===== src/rtl/id_hazard_scoreboard.sv =====
// rtl/id_hazard_scoreboard.sv - ID-stage register scoreboard with RAW/WAW stall and EX-flush recovery
// Optional: define SCOREBOARD_PERF_EN to add RAW/WAW stall-cycle counters.
module id_hazard_scoreboard #(
    parameter int NUM_REGS = 32,
    parameter int ADDR_W   = 5,
    parameter int NUM_SRC  = 2,
    parameter int LAT_W    = 3
) (
    input  logic                      clk,
    input  logic                      rst,
    input  logic [NUM_SRC-1:0]        src_en,
    input  logic [NUM_SRC*ADDR_W-1:0] src_addr,
    input  logic                      issue_valid,
    input  logic                      issue_regwrite,
    input  logic [ADDR_W-1:0]         issue_rd,
    input  logic [LAT_W-1:0]          issue_lat,
    input  logic                      flush,
    output logic [NUM_SRC-1:0]        src_hazard,
    output logic                      waw_hazard,
    output logic                      stall,
    output logic [NUM_REGS-1:0]       busy
`ifdef SCOREBOARD_PERF_EN
    ,
    output logic [31:0]               perf_raw_cycles,
    output logic [31:0]               perf_waw_cycles
`endif
);

    logic [LAT_W-1:0]  r_cnt [NUM_REGS];
    logic              r_last_valid;
    logic [ADDR_W-1:0] r_last_rd;
    logic [LAT_W-1:0]  r_last_prev_cnt;

    logic              w_rd_nz;
    logic              w_issue_fire;
    logic              w_wr_fire;
    logic [LAT_W-1:0]  w_restore;

    genvar g;
    for (g = 0; g < NUM_SRC; g++) begin : g_src
        logic [ADDR_W-1:0] w_addr;
        assign w_addr        = src_addr[g*ADDR_W +: ADDR_W];
        assign src_hazard[g] = src_en[g] && (w_addr != '0) && (r_cnt[w_addr] != '0);
    end

    assign w_rd_nz      = (issue_rd != '0);
    assign waw_hazard   = issue_valid && issue_regwrite && w_rd_nz && (r_cnt[issue_rd] > issue_lat);
    assign stall        = (|src_hazard) || waw_hazard;
    assign w_issue_fire = issue_valid && !stall && !flush;
    assign w_wr_fire    = w_issue_fire && issue_regwrite && w_rd_nz;

    // The squashed writer overwrote an older writer's count two edges ago; rewind that count.
    assign w_restore = (r_last_prev_cnt > LAT_W'(2)) ? (r_last_prev_cnt - LAT_W'(2)) : '0;

    always_comb begin
        busy = '0;
        for (int r = 1; r < NUM_REGS; r++) begin
            busy[r] = (r_cnt[r] != '0);
        end
    end

    always_ff @(posedge clk or posedge rst) begin
        if (rst) begin
            for (int r = 0; r < NUM_REGS; r++) begin
                r_cnt[r] <= '0;
            end
            r_last_valid    <= 1'b0;
            r_last_rd       <= '0;
            r_last_prev_cnt <= '0;
        end else begin
            for (int r = 0; r < NUM_REGS; r++) begin
                if (r == 0) begin
                    r_cnt[r] <= '0;
                end else if (flush && r_last_valid && (r_last_rd == ADDR_W'(r))) begin
                    r_cnt[r] <= w_restore;
                end else if (w_wr_fire && (issue_rd == ADDR_W'(r))) begin
                    r_cnt[r] <= issue_lat;
                end else if (r_cnt[r] != '0) begin
                    r_cnt[r] <= r_cnt[r] - LAT_W'(1);
                end
            end
            r_last_valid <= w_wr_fire;
            if (w_wr_fire) begin
                r_last_rd       <= issue_rd;
                r_last_prev_cnt <= r_cnt[issue_rd];
            end
        end
    end

`ifdef SCOREBOARD_PERF_EN
    always_ff @(posedge clk or posedge rst) begin
        if (rst) begin
            perf_raw_cycles <= '0;
            perf_waw_cycles <= '0;
        end else begin
            if (issue_valid && !flush && (|src_hazard)) begin
                perf_raw_cycles <= perf_raw_cycles + 32'd1;
            end
            if (waw_hazard && !flush) begin
                perf_waw_cycles <= perf_waw_cycles + 32'd1;
            end
        end
    end
`endif

endmodule


===== config.mk =====
export PLATFORM = sky130hd
export DESIGN_NAME = id_hazard_scoreboard
export DESIGN_NICKNAME = d
export VERILOG_FILES = /design/src/rtl/id_hazard_scoreboard.sv
export SDC_FILE = /design/constraint.sdc
export NUM_CORES = 1
export LEC_CHECK = 0
export CAP_MARGIN = 20
export CORE_MARGIN = 1
export CORE_UTILIZATION = 65
export DETAILED_ROUTE_END_ITERATION = 12
export GPL_ROUTABILITY_DRIVEN = 0
export PLACE_DENSITY = 0.86
export SETUP_SLACK_MARGIN = 0.15
export SYNTH_ARGS = -nofsm -noshare
export SYNTH_HDL_FRONTEND = slang
export SYNTH_SLANG_ARGS = --single-unit
export TNS_END_PERCENT = 1

===== constraint.sdc =====
create_clock -name clk -period 10.1 [get_ports clk]
set_input_delay 1.515 -clock clk [delete_from_list [all_inputs] [get_ports clk]]
set_output_delay 1.515 -clock clk [all_outputs]
set_load 0.1 [all_outputs]

**Word level (Yosys, flattened, before mapping)**

Cells that the tools add are included.

- Output and inout port bits: 36
- Flip-flop bits (word level): 102
- Input port bits: 25

- $lt $le $gt $ge: 5
- Reduce and logical (&&, ||, !) cells: 145
- Bitwise logic cells: 3
- Add/subtract/negate cells: 32
- Eq/ne operators: 62
- Multiplexer cells: 103

Operators with widths:

| operator | count |
|---|---|
| 2-to-1 mux 3 bit | 100 |
| nonzero test 3 bit | 64 |
| == test 5 bit, second input constant | 32 |
| subtractor 3 x 1 -> 3 bit, second input constant | 31 |
| == test 5 x 4 -> 1 bit, second input constant | 16 |
| logical AND 1 bit | 74 |
| binary-select mux 3 bit (select 5 bit) | 3 |
| == test 5 x 3 -> 1 bit, second input constant | 8 |
| == test 5 x 2 -> 1 bit, second input constant | 4 |
| greater-or-equal comparator 6 bit, second input constant | 3 |
| NOT 5 -> 6 bit | 3 |
| nonzero test 5 bit | 3 |
| == test 5 x 1 -> 1 bit, second input constant | 2 |
| greater-than comparator 3 x 2 -> 1 bit, second input constant | 1 |
| greater-than comparator 3 bit | 1 |
| subtractor 3 x 2 -> 3 bit, second input constant | 1 |
| zero test 1 bit | 2 |
| OR reduction 2 bit | 1 |
| logical OR 1 bit | 1 |

**Longest topological paths before layout**

- Word-level depth: 16
- Depth in mapped cells: 19

**Worst setup path before layout**

OpenSTA, ideal clock, no wires.

- Path kind: input-to-output
- Start point: input port issue_rd[0]
- End point: output port stall
- Stages on the path: 13
- Data arrival time: 6,293 ps
- Required time: 8,585 ps
- Setup slack: 2,292 ps
- Cells stage by stage: buf_2 -> buf_1 -> clkbuf_1 -> mux4_2 -> a22oi_1 -> a41oi_1 -> ha_1 -> nor2b_1 -> o21ai_0 -> a32oi_1 -> inv_1 -> nor2_1 -> or3_1

- Word-level cells in the longest chain between the ends: 7
- Elaborated cells between the ends (all ways): 9
- Classes of those cells: 1 x order compare; 3 x mux; 1 x bitwise; 4 x reduce/logical

Ends and longest elaborated chain:

| item | RTL line | text |
|---|---|---|
| from (decl) | 15 | `input logic [ADDR_W-1:0] issue_rd,` |
| NOT 5 -> 6 bit (implied by the code) | 47 | `assign waw_hazard = issue_valid && issue_regwrite && w_rd_nz && (r_cnt[issue_rd] > issue_lat);` |
| binary-select mux 3 bit (select 5 bit) | 47 |  |
| 2-to-1 mux 3 bit (implied by the code) (2 in a row) | 47 |  |
| greater-than comparator 3 bit | 47 |  |
| logical AND 1 bit * | 47 |  |
| named net waw_hazard | 19 | `output logic waw_hazard,` |
| logical OR 1 bit * | 48 | `assign stall = (\|src_hazard) \|\| waw_hazard;` |
| to (decl) | 20 | `output logic stall,` |

Mark *: on every way through the listed nets, which the timed path passes. The rest lies on a longest branch. The select of a mux whose other input is x is not followed.

**Final worst setup path**

- Start point: input port issue_rd[1]
- End point: output port stall

- Word-level cells in the longest chain between the ends: 7
- Elaborated cells between the ends (all ways): 9
- Classes of those cells: 1 x order compare; 3 x mux; 1 x bitwise; 4 x reduce/logical

Ends and longest elaborated chain:

| item | RTL line |
|---|---|
| NOT 5 -> 6 bit (implied by the code) | 47 |
| binary-select mux 3 bit (select 5 bit) | 47 |
| 2-to-1 mux 3 bit (implied by the code) (2 in a row) | 47 |
| greater-than comparator 3 bit | 47 |
| logical AND 1 bit * | 47 |
| logical OR 1 bit * | 48 |

Mark *: on every way between the ends. The rest lies on a longest branch, timed or not. The select of a mux whose other input is x is not followed.

==> results.sh <==
export IMPL_timing_final_crit_period_ns=8.01
export IMPL_final_max_slew_violation_count=0
export IMPL_floorplan_initialDensity_pct=66.8
export IMPL_post_route_period_util_pct=79.3
export IMPL_cts_reportedPaths_clkPinSlew_ns=0.07
export IMPL_nNetsFinal=1365
export IMPL_cp_cell_sequence="clkdlybuf4s50_1, nand2b_1, nor3_1, a22oi_1, a41oi_1, ha_1, nor2b_1, o21ai_0, a32oi_1, inv_1, nor2_1, or3_1, clkdlybuf4s50_1"
export IMPL_diodes=0
export IMPL_route_detailed_drc=0
export IMPL_crit_buf_inv=3
export IMPL_rsz_0062_raised_after_global_routing="false"
export IMPL_syn_avg_cell_area_sq_um=8.00
export IMPL_placed_area_sq_um=10800
export IMPL_dp_final_hpwl_microns=23700
export IMPL_timing_critical_path_fanout_max=15
export IMPL_placement_rows=45
export IMPL_filler_free_cell_count_of_the_finished_design=1491
export IMPL_flow_area_growth_from_synthesis_pct=9.09
export IMPL_design_portCount=61
export IMPL_synth_top_cells_by_count="145 x nor2_1, 105 x nand2_1, 102 x dfrtp_1, 96 x inv_1, 65 x ha_1"
export IMPL_post_route_cell_area_sq_um=11100
export IMPL_p_leak_nw=4.27
export IMPL_drt_vias_per_instance=7.34
export IMPL_gr_total_overflow=0
export IMPL_syn_instance_count=1274
export IMPL_globalRouteTotalUtil_pct=45.0
export IMPL_delay_of_the_slowest_critical_path_stage_ns=1.12
export IMPL_slowest_stage="clkdlybuf4s50_1"
export IMPL_clock_latency_ns=0.37
export IMPL_synth_top_cell_area_share_pct=25.1
export IMPL_antenna_violating_nets_post_route=0
export IMPL_synth_area_sq_um=10200
export IMPL_timing_max_slew_rel_slack_pct=20.4
export IMPL_drt_initial_drc_count=2162
export IMPL_fillerInstances=1171
export IMPL_count_of_flip_flops_with_a_built_in_enable_after_synthesis=0
export IMPL_synthesized_netlist_net_count=1364
export IMPL_via_total_after_detailed_routing=10900
export IMPL_clock_sinks=102
export IMPL_setup_worst_path_start_class="primary input"
export IMPL_chipWidth_microns=127
export IMPL_timing_worst_setup_path_type="in -> out"
export IMPL_wl_cell_microns=23.7
export IMPL_postRouteWirelength_microns=35300
export IMPL_setup_viol=0
export IMPL_ys_flop_type="dfrtp_1"
export IMPL_dp_cells=1473
export IMPL_ys_seq_elements=102
export IMPL_worst_hold_path_type="reg -> reg"
export IMPL_critical_path_most_common_cell="clkdlybuf4s50_1"
export IMPL_critical_path_data_arrival_time_ns=6.49
export IMPL_cts_buffer_depth=2
export IMPL_synthMostInstantiatedCell="nor2_1"
export IMPL_antenna_found_initial=2
export IMPL_powerDensity_nw_per_um2=338
export IMPL_result_of_the_run="complete, no violations"
export IMPL_setup_slack_ns=2.09
export IMPL_clock_tree_from_tritoncts="built"
export IMPL_final_hold_viol_count=0
export IMPL_floorplan_core_area_sq_um=15300
export IMPL_tritoncts_num_buffers=9
export IMPL_die_height_microns=127
export IMPL_ir_drop_mv=0.215
export IMPL_first_global_vias=9940
export IMPL_timing_critical_path_to_type="output pin"
export IMPL_post_cts_setup_buffer_count=0
export IMPL_clock_root_buffer="clkbuf_16"
export IMPL_totalNegativeSetupSlack_ns=0
export IMPL_timing_clock_skew_ns=0.00748
export IMPL_synthDistinctLibCells=69
export IMPL_dp_slack_ns=2.30
export IMPL_max_freq_ghz=0.125
export IMPL_drt_first_pass_iters=7
export IMPL_wire_length_of_the_first_global_routing_pass_microns=55700
export IMPL_critPathRequiredTime_ns=8.59
export IMPL_design_die_area_sq_um=16200
export IMPL_portBuffers=59
export IMPL_worstMarginPinSlew_ns=1.18
export IMPL_grt_max_degree=72
export IMPL_synthDominantAreaCellType="dfrtp_1"
export IMPL_drive_gt1_share_pct=7.03
export IMPL_synthArstFlopShare_pct=100
export IMPL_drv_cap=0
export IMPL_synth_seq_area_share_pct=25.1
export IMPL_critical_path_top_delay_family="buffers and inverters"
export IMPL_ctsHtreeMaxLevel=3
export IMPL_synth_warning_count=0
export IMPL_synth_area_leaders="dfrtp_1 25%, ha_1 8.0%, mux4_2 6.4%"
export IMPL_ctsResizeCount=0
export IMPL_final_core_area_utilization_pct=72.8
export IMPL_hold_buffers=0
==> flip-flops by register name, indices dropped and copies added (netlist names) <==
name,flops
r_last_rd,5
r_last_prev_cnt,3
r_last_valid,1
r_cnt,93
==> logic make-up (layout without fill, tap and decap cells) <==
group / Yosys count / in the layout / share of synthesized area (%)
buffers and inverters: 188 / 194 / 7.80
multiplexers: 69 / 69 / 10.5
AND/OR/NAND/NOR: 531 / 531 / 26.6
other: 1 / 1 / 0.0368
AO/OA/AOI/OAI: 287 / 287 / 19.4
XOR/XNOR: 31 / 31 / 2.67
adder cells (fa/ha/maj): 65 / 65 / 7.98
flip-flops: 102 / 102 / 25.1
==> final timing paths <==
kind / cells after the start / start / endpoint / slack (ns)
worst max-delay path: 13 / issue_rd[1] / stall / 2.09
worst min-delay path: 2 / r_last_prev_cnt[0]$_DFFE_PP0P_ / r_last_prev_cnt[0]$_DFFE_PP0P_ / 0.59
worst max register to register: 13 / r_cnt[4]$_DFFE_PP0P_ / r_cnt[13]$_DFFE_PP0P_ / 5.13
worst min register to register: 2 / r_last_prev_cnt[0]$_DFFE_PP0P_ / r_last_prev_cnt[0]$_DFFE_PP0P_ / 0.59
max in group asynchronous: 3 / rst / r_last_prev_cnt[0]$_DFFE_PP0P_ / 7.27
min in group asynchronous: 2 / rst / r_cnt[16]$_DFFE_PP0P_ / 1.53
==> metal layers <==
metal	track usage (%)	wire, microns	up-vias
met5	0	27	-
li1	-	-	4701
met3	14.9	6130	229
met1	60.7	12600	4969
met4	21.9	2050	4
met2	65.0	14400	1043
==> per-stage QoR <==
stage	total power, mW	hold WS, ns
6_report	3.75	0.592
3_5_place_dp	3.26	0.558
5_1_grt	3.95	0.609
2_1_floorplan	2.66	0.505
4_1_cts	3.66	0.576
3_3_place_gp	3.19	0.561
==> power by group <==
group,leakage [nW],total [mW],internal (mW),switching (mW)
logic,2.91,2.34,0.902,1.44
registers,1.21,1.02,0.631,0.389
clock network,0.157,0.392,0.224,0.168
==> worst min-delay path: cells and delay by family (launching register included) <==
family                 cells  cell delay [ns]
muxes                      1             0.08
buffers and inverters      1             0.09
DFF                        1             0.38
==> cell usage in the layout (no fill, tap or decap), types with 25 or more instances in the layout <==
cell / Yosys / layout
nand2b_1: 25 / 25
mux2i_1: 31 / 31
nor3_1: 44 / 44
inv_1: 96 / 95
mux4_2: 29 / 29
a31oi_1: 47 / 47
a21oi_1: 25 / 25
dfrtp_1: 102 / 102
nor4_1: 33 / 33
ha_1: 65 / 65
xnor2_1: 31 / 31
nor2_1: 145 / 145
nand2_1: 105 / 105
clkdlybuf4s50_1: 0 / 58
or4_1: 30 / 30
nand4_1: 31 / 31
o21ai_0: 62 / 61
nand3_1: 56 / 56
==> final cells by class <==
class	count	area [sq um]	share of cell area, %
multi-input cells	984	6860	61.8
flip-flops and latches	102	2550	23.0
repair buffers	81	748	6.73
inverters	97	368	3.31
well taps	211	264	2.38
clock buffers	12	246	2.22
clock inverters	4	70.1	0.631
No activity file was read; power rests on OpenSTA's default activity.
